**config.mk**
```make
export PLATFORM = sky130hd
export DESIGN_NAME = divider_unit
export DESIGN_NICKNAME = d
export VERILOG_FILES = /design/src/rtl/divider_pkg.sv /design/src/rtl/divider_datapath.sv /design/src/rtl/divider_unit.sv
export SDC_FILE = /design/constraint.sdc
export NUM_CORES = 1
export LEC_CHECK = 0
export ABC_CLOCK_PERIOD_IN_PS = 3950
export BUFFER_PORTS_ARGS = -buffer_cell sky130_fd_sc_hd__buf_2
export CELL_PAD_IN_SITES_DETAIL_PLACEMENT = 1
export CELL_PAD_IN_SITES_GLOBAL_PLACEMENT = 2
export CORE_ASPECT_RATIO = 0.5
export CORE_MARGIN = 4
export CORE_UTILIZATION = 35
export CTS_CLUSTER_SIZE = 12
export DETAILED_ROUTE_END_ITERATION = 6
export PLACE_DENSITY = 0.79
export SYNTH_ARGS = -nofsm -noshare
export SYNTH_HDL_FRONTEND = slang
export SYNTH_HIERARCHICAL = 1
export SYNTH_SLANG_ARGS = --single-unit
export TNS_END_PERCENT = 1
```
**constraint.sdc**
```tcl
create_clock -name Clk -period 3.95 [get_ports Clk]
set_input_delay 1.185 -clock Clk [delete_from_list [all_inputs] [get_ports Clk]]
set_output_delay 1.185 -clock Clk [all_outputs]
set_load 0.01 [all_outputs]
```
**src/rtl/divider_pkg.sv**
```systemverilog
// Shared types and constants for the sequential restoring divider.
package divider_pkg;
  localparam int WIDTH_DEF = 8;
  // Wide enough to slice down to any supported WIDTH.
  localparam logic [63:0] DIV_ZERO_QUOT = '1;

  typedef enum logic [2:0] {IDLE, START, SHIFT, SUB, HOLD} state_t;
endpackage

```
**src/rtl/divider_datapath.sv**
```systemverilog
// Partial remainder (A), dividend/quotient (Q) and divisor (B) registers
// with the shift and trial-subtract steps of a restoring division.
module divider_datapath
  import divider_pkg::*;
#(
  parameter int WIDTH = WIDTH_DEF
) (
  input  logic             clk,
  input  logic             rst_n,
  input  logic             ld,
  input  logic             shift,
  input  logic             sub_step,
  input  logic [WIDTH-1:0] dividend,
  input  logic [WIDTH-1:0] divisor,
  output logic [WIDTH-1:0] q,
  output logic             b_zero,
  output logic             diff_neg,
  output logic [WIDTH-1:0] quot_next,
  output logic [WIDTH-1:0] rem_next
);

  // A carries one extra bit so the trial-subtract sign is exact for any B.
  logic [WIDTH:0]   a;
  logic [WIDTH-1:0] b;
  logic [WIDTH:0]   diff;

  assign diff      = a - {1'b0, b};
  assign diff_neg  = diff[WIDTH];
  assign b_zero    = (b == '0);
  assign quot_next = {q[WIDTH-1:1], ~diff_neg};
  assign rem_next  = diff_neg ? a[WIDTH-1:0] : diff[WIDTH-1:0];

  always_ff @(posedge clk or negedge rst_n) begin
    if (!rst_n) begin
      a <= '0;
      q <= '0;
      b <= '0;
    end else if (ld) begin
      a <= '0;
      q <= dividend;
      b <= divisor;
    end else if (shift) begin
      {a, q} <= {a[WIDTH-1:0], q, 1'b0};
    end else if (sub_step && !diff_neg) begin
      a    <= diff;
      q[0] <= 1'b1;
    end
  end

endmodule

```
**src/rtl/divider_unit.sv**
```systemverilog
// Execute-driven control FSM and step counter for the restoring divider;
// one division per Execute press, result held until Execute is released.
module divider_unit
  import divider_pkg::*;
#(
  parameter int WIDTH = WIDTH_DEF
) (
  input  logic             Clk,
  input  logic             Reset,
  input  logic             Execute,
  input  logic [WIDTH-1:0] Dividend,
  input  logic [WIDTH-1:0] Divisor,
  output logic [WIDTH-1:0] Quotient,
  output logic [WIDTH-1:0] Remainder,
  output logic             Busy,
  output logic             Done,
  output logic             DivZero
);

  // state | meaning
  // IDLE  | waiting for Execute; last result still visible
  // START | divisor-zero check, counter preset
  // SHIFT | shift {A,Q} left one bit
  // SUB   | trial subtract, set quotient bit, count step
  // HOLD  | result valid, wait for Execute release

  localparam int CW = (WIDTH > 1) ? $clog2(WIDTH) : 1;
  localparam logic [CW-1:0] LAST = CW'(WIDTH - 1);

  state_t          state;
  logic [CW-1:0]   count;
  logic            ld, shift, sub_step;
  logic [WIDTH-1:0] q, quot_next, rem_next;
  logic            b_zero, diff_neg;

  assign ld       = (state == IDLE) && Execute;
  assign shift    = (state == SHIFT);
  assign sub_step = (state == SUB);

  divider_datapath #(.WIDTH(WIDTH)) u_datapath (
    .clk      (Clk),
    .rst_n    (Reset),
    .ld       (ld),
    .shift    (shift),
    .sub_step (sub_step),
    .dividend (Dividend),
    .divisor  (Divisor),
    .q        (q),
    .b_zero   (b_zero),
    .diff_neg (diff_neg),
    .quot_next(quot_next),
    .rem_next (rem_next)
  );

  always_ff @(posedge Clk or negedge Reset) begin
    if (!Reset) begin
      state     <= IDLE;
      count     <= '0;
      Quotient  <= '0;
      Remainder <= '0;
      Busy      <= 1'b0;
      Done      <= 1'b0;
      DivZero   <= 1'b0;
    end else begin
      case (state)
        IDLE: begin
          Busy <= 1'b0;
          Done <= 1'b0;
          if (Execute) begin
            DivZero <= 1'b0;
            Busy    <= 1'b1;
            state   <= START;
          end
        end
        START: begin
          if (b_zero) begin
            DivZero   <= 1'b1;
            Quotient  <= DIV_ZERO_QUOT[WIDTH-1:0];
            Remainder <= q;
            Busy      <= 1'b0;
            Done      <= 1'b1;
            state     <= HOLD;
          end else begin
            count <= '0;
            state <= SHIFT;
          end
        end
        SHIFT: state <= SUB;
        SUB: begin
          // Result taken from the datapath's next values so the final bit lands here.
          if (count == LAST) begin
            Quotient  <= quot_next;
            Remainder <= rem_next;
            Busy      <= 1'b0;
            Done      <= 1'b1;
            state     <= HOLD;
          end else begin
            count <= count + 1'b1;
            state <= SHIFT;
          end
        end
        HOLD: begin
          if (!Execute) begin
            Done  <= 1'b0;
            state <= IDLE;
          end
        end
        default: begin
          Busy    <= 1'b0;
          Done    <= 1'b0;
          DivZero <= 1'b0;
          state   <= IDLE;
        end
      endcase
    end
  end

endmodule

```
==> qor.txt, run 1 <==
Synth cell types = 54
Global-route wire length before repair = 13.1 mm
Slowest CP cell = o221ai_4
Ratio of cells with drive above 1 in the final layout = 26.0%
Cells on worst reg2reg path = 10
Crit path kind = flop to flop
RSZ-0062 raised after global routing = no
ANT cells = 0
WL final = 7.68 mm
Synth-to-layout area growth = 13.4%
Drt pass-1 iters = 4
CTS buffer count = 5
Status = completed
Initial Utilization = 36.4%
Mapped Cells = 291
I/O pin count = 38
Clk pin slew, worst setup/hold paths = 70 ps
Worst hold start = Quotient[3]
Number of global-route vias before repair = 2446
HP Class = flop to flop
CTS tree = built
IO buf count = 37
Cells along the critical path = inv_1, ha_1, inv_1, fa_1, a211oi_2, nor2_1, o221ai_4, nand2_1, or3_1, o311a_1
Cell family with most CP delay = simple AND/OR/NAND/NOR gates
Crit path capture = u_datapath/a[1]
Fin. max-slew vios = 0
H-tree depth = 2
# fillers = 924
Final Critical Period = 3050 ps
DP Wirelength = 5.76 mm
F_max = 327 MHz
CP Launch Type = flop
CP Capture Type = flop
LEAKAGE = 1.53 nW
Die area = 10000 um2
Initial antenna violation count = 0
CTS Hold Bufs = 0
Total power draw = 0.00345 W
Vias/cell = 5.31
Post-CTS sizing = 0
Die height = 72.9 um
Max-cap violations = 0
Via count = 2289
Syn_area_per_cell = 10.1 um2
Worst r2r dst = u_datapath/a[1]
Most frequent cells in the layout = dfrtp_1, buf_2, nand2_1
Period utilization = 77.3%
Netlist Area Pre-Place = 2950 um2
Final Hold Fails = 0
Gr usage total = 16.9%
Worst EP required = 4130 ps
Nets = 348
Critical Path Source = u_datapath/a[0]
Setup TNS = 0 ps
Site Rows = 23
Ys async rst share = 100%
R2R Setup Slk = 900 ps
Crit path largest cell delay = 470 ps
Crit path DAT = 3230 ps
Slew HR = 44.3%
Worst Path Max Fanout = 17
Final Skew = 7.22 ps
Critical Path Stages = 10
Setup violations, final = 0
Top FF cell, synth = dfrtp_1
Post-Syn Nets = 321
Gpl congestion = 0.849
Clock sinks = 50
Inst Count DP = 423
Most common cell after layout, fill and taps aside = dfrtp_1
Clock tree buffer depth = 2
Final ANT Viol Nets = 0
Largest net degree at the start of global routing = 36
GR Overflow Total = 0
Die width = 138 um
CP bufs+invs = 2
Core area = 8090 um2
DR WL/cell = 17.8 um
Power per cell area = 1030 nW/um2
Sequential element share of the synthesized area = 42.5%
Slew of the pin with the lowest slew margin = 835 ps
Flops & latches, synth = 50
Maximum VDD drop = 0.259 mV
DR iter-0 viols = 92
Non-Filler Instances = 431
Post-layout util = 41.3%
Root Driver = clkbuf_16
Critical Path Most Common Cell = inv_1
Number of synthesized flops with an enable pin = 0
Clk_lat worst skew = 290 ps
Remaining DRCs = 0
Synth warnings = 6
Reg2reg start = u_datapath/a[0]
Setup bufs post-CTS = 0
worst register-to-register path, cell delays in order, from the launching register on:
cell and delay [ps]:
dfrtp_1 390, inv_1 100, ha_1 180, inv_1 50, fa_1 430, a211oi_2 270
nor2_1 120, o221ai_4 470, nand2_1 390, or3_1 410, o311a_1 130
Yosys cell counts (2+ instances only):
| cell type | instances | area [um2] |
|---|---|---|
| dfrtp_1 | 50 | 1250 |
| nand2_1 | 30 | 113 |
| o21ai_0 | 21 | 105 |
| mux2_2 | 20 | 225 |
| inv_1 | 17 | 63.8 |
| a21oi_1 | 12 | 60.1 |
| nor3_1 | 12 | 60.1 |
| nor2_1 | 11 | 41.3 |
| o21a_1 | 11 | 82.6 |
| buf_4 | 10 | 75.1 |
| ha_1 | 10 | 125 |
| nand4b_1 | 9 | 78.8 |
| clkbuf_1 | 8 | 30.0 |
| mux2i_1 | 7 | 70.1 |
| a22o_1 | 5 | 43.8 |
| a2111oi_2 | 4 | 60.1 |
| a21o_1 | 4 | 30.0 |
| nand3_1 | 4 | 20.0 |
| nor2b_1 | 4 | 25.0 |
| xnor2_1 | 3 | 26.3 |
| buf_1 | 2 | 7.51 |
| buf_2 | 2 | 10.0 |
| nor3b_1 | 2 | 15.0 |
| o211ai_1 | 2 | 15.0 |
| o21ai_1 | 2 | 10.0 |
power breakdown:
group	switching [W]	total [W]	internal, W
clock	0.000192	0.000492	0.000300
combinational	0.00114	0.00205	0.000905
sequential	0.000183	0.000914	0.000730
layer usage:
layer  share of wire (%)  track usage [%]  wire (um)
met1                  48             23.4       3710
met2                  46             27.3       3540
met3                 3.7             3.17        284
met4                 1.8             5.04        141
met5                   0                0          0
worst min-delay path by stage:
stage               slack [ps]              end  depth (start not counted)
floorplan                  490  u_datapath/q[0]                          2
global placement           470      Quotient[2]                          1
detailed placement         480      Quotient[3]                          1
CTS                        490      Quotient[3]                          1
global route               500      Quotient[1]                          1
finish                     480      Quotient[3]                          1
per-stage QoR:
| step | worst slack [ps] | instance area [um2] | hold slack (ps) |
|---|---|---|---|
| after floorplan | 1260 | 2950 | 495 |
| after global placement | 1010 | 3180 | 467 |
| after detailed placement | 953 | 3180 | 477 |
| after CTS | 894 | 3340 | 491 |
| after global routing | 561 | 3340 | 504 |
| final | 896 | 3340 | 484 |
cell type report:
class                   instances  area (um2)  area share, %
clock buffers                   7         133           3.97
clock inverters                 1        30.0          0.899
inverters                      17        63.8           1.91
multi-input cells             200        1480           44.4
flip-flops and latches         50        1250           37.5
well taps                     112         140           4.20
repair buffers                 44         238           7.12
sequential cells by signal (all words and copies together) (netlist names):
register and count:
u_datapath/a 9, Quotient 8, Remainder 8, u_datapath/b 8
u_datapath/q 8, count 3, state 3, Busy 1
DivZero 1, Done 1
cells by family (layout without fill, tap and decap cells):
logic type,count (synthesis),in the layout,synth area share (%)
fa+ha+maj,11,11,4.93
buf+inv,41,69,7.22
compound gates,73,73,18.1
xor+xnor,4,4,1.19
simple gates,83,83,15.1
mux,29,29,11.0
flops,50,50,42.5
(Power assumes the default switching activity.)
==> inputs of run 2 (changes only) <==
--- a/config.mk
+++ b/config.mk
@@ -5,7 +5,7 @@
 export SDC_FILE = /design/constraint.sdc
 export NUM_CORES = 1
 export LEC_CHECK = 0
-export ABC_CLOCK_PERIOD_IN_PS = 3950
+export ABC_CLOCK_PERIOD_IN_PS = 3100
 export BUFFER_PORTS_ARGS = -buffer_cell sky130_fd_sc_hd__buf_2
 export CELL_PAD_IN_SITES_DETAIL_PLACEMENT = 1
 export CELL_PAD_IN_SITES_GLOBAL_PLACEMENT = 2
==> constraint.sdc (replaced) <==
create_clock -name Clk -period 3.1 [get_ports Clk]
set_input_delay 0.93 -clock Clk [delete_from_list [all_inputs] [get_ports Clk]]
set_output_delay 0.93 -clock Clk [all_outputs]
set_load 0.01 [all_outputs]
==> run 2 against run 1 <==
Flip-flop and latch count unchanged. Via count up 1.4%. Hold slack better by 0.65 ps.
==> qor.txt, run 2 (synthesis results as in run 1) <==
Status = completed
Worst Path Max Fanout = 9
RSZ-0062 raised after global routing = no
Gpl congestion = 0.816
Power per cell area = 1310 nW/um2
Largest net degree at the start of global routing = 43
Largest register FFs = 9
DP Wirelength = 5.60 mm
Clk_lat worst skew = 290 ps
Clk pin slew, worst setup/hold paths = 70 ps
Worst EP required = 3280 ps
DR iter-0 viols = 176
Reg area = 1250 um2
Core area = 8090 um2
Setup violations, final = 0
HP Class = flop to flop
GR Overflow Total = 0
Clock tree buffer depth = 2
H-tree depth = 2
CTS buffer count = 5
Max-cap violations = 0
Slew of the pin with the lowest slew margin = 818 ps
I/O pin count = 38
Clock sinks = 50
Final Critical Period = 2890 ps
CTS tree = built
ANT cells = 0
CP Launch Type = flop
IO buf count = 37
Die area = 10000 um2
Footprint of the multi-input gates = 1480 um2
Final ANT Viol Nets = 0
Setup bufs post-CTS = 0
Fin. max-slew vios = 0
Ratio of cells with drive above 1 in the final layout = 27.7%
Final Hold Fails = 0
# fillers = 927
Top reg by flops = u_datapath/a
CTS Hold Bufs = 0
Post-CTS sizing = 0
Initial antenna violation count = 0
Period utilization = 93.3%
Remaining DRCs = 0
Most common cell after layout, fill and taps aside = dfrtp_1
LEAKAGE = 1.55 nW
Drt pass-1 iters = 4
Via count = 2321
DR WL/cell = 17.4 um
Root Driver = clkbuf_16
Die height = 72.9 um
Gr usage total = 15.8%
Setup TNS = 0 ps
Global-route wire length before repair = 12.5 mm
R2R Setup Slk = 210 ps
Site Rows = 23
Nets = 355
Final Skew = 6.96 ps
CP Capture Type = flop
Crit path DAT = 3070 ps
Most frequent cells in the layout = dfrtp_1, buf_2, nand2_1
Synth-to-layout area growth = 14.7%
F_max = 346 MHz
Initial Utilization = 36.4%
Die width = 138 um
WL final = 7.60 mm
Vias/cell = 5.31
Post-layout util = 41.8%
Crit path kind = flop to flop
Maximum VDD drop = 0.382 mV
Slew HR = 45.5%
Number of global-route vias before repair = 2417
run 2: worst paths after layout:
| path | start | end | cells after the start |
|---|---|---|---|
| max | u_datapath/a[0] | Remainder[1] | 10 |
| min | Quotient[4] | Quotient[4] | 1 |
| max reg2reg | u_datapath/a[0] | Remainder[1] | 10 |
| min reg2reg | Quotient[4] | Quotient[4] | 1 |
| max in group asynchronous | Reset | Remainder[7] | 2 |
| min in group asynchronous | Reset | u_datapath/a[8] | 1 |
run 2: critical path, cell delays in order, from the launching register on:
cell and delay (ps):
dfrtp_1 380, inv_1 100, ha_1 170, inv_1 50, fa_1 430, a211oi_2 280
nor2_1 120, o221ai_4 350, mux2_2 390, mux2_2 260, mux2_2 250
run 2: metrics by stage:
stage	worst slack (ps)	hold slack [ps]	total power [W]	instance area (um2)	instances
2_1_floorplan	434	495	0.00313	2950	291
3_3_place_gp	168	467	0.00366	3210	426
3_5_place_dp	67.0	478	0.00378	3210	426
4_1_cts	51.6	494	0.00434	3350	433
5_1_grt	28.9	503	0.00479	3380	437
6_report	209	485	0.00444	3380	437
run 2: area by class of cell:
| type | count | area share, % |
|---|---|---|
| inverter | 17 | 1.89 |
| clock inverter | 1 | 0.222 |
| sequential | 50 | 37.0 |
| multi-input combinational | 200 | 43.9 |
| tap | 112 | 4.15 |
| timing repair buffer | 51 | 8.96 |
| clock buffer | 6 | 3.81 |
run 2: metal layers:
| metal | global-route usage (%) | part of all wire, % | vias to the layer above |
|---|---|---|---|
| met2 | 25.3 | 47 | 31 |
| met4 | 3.29 | 1.1 | 0 |
| met3 | 3.03 | 2.9 | 9 |
| met1 | 22.6 | 49 | 1180 |
| met5 | 0 | 0 | - |
| li1 | - | - | 1101 |
run 2: where the power goes:
part | total [W] | internal, W | switching [W]
Combinational | 0.00274 | 0.00127 | 0.00147
Clock | 0.000535 | 0.000295 | 0.000239
Sequential | 0.00116 | 0.000931 | 0.000233
Total | 0.00444 | 0.00250 | 0.00194
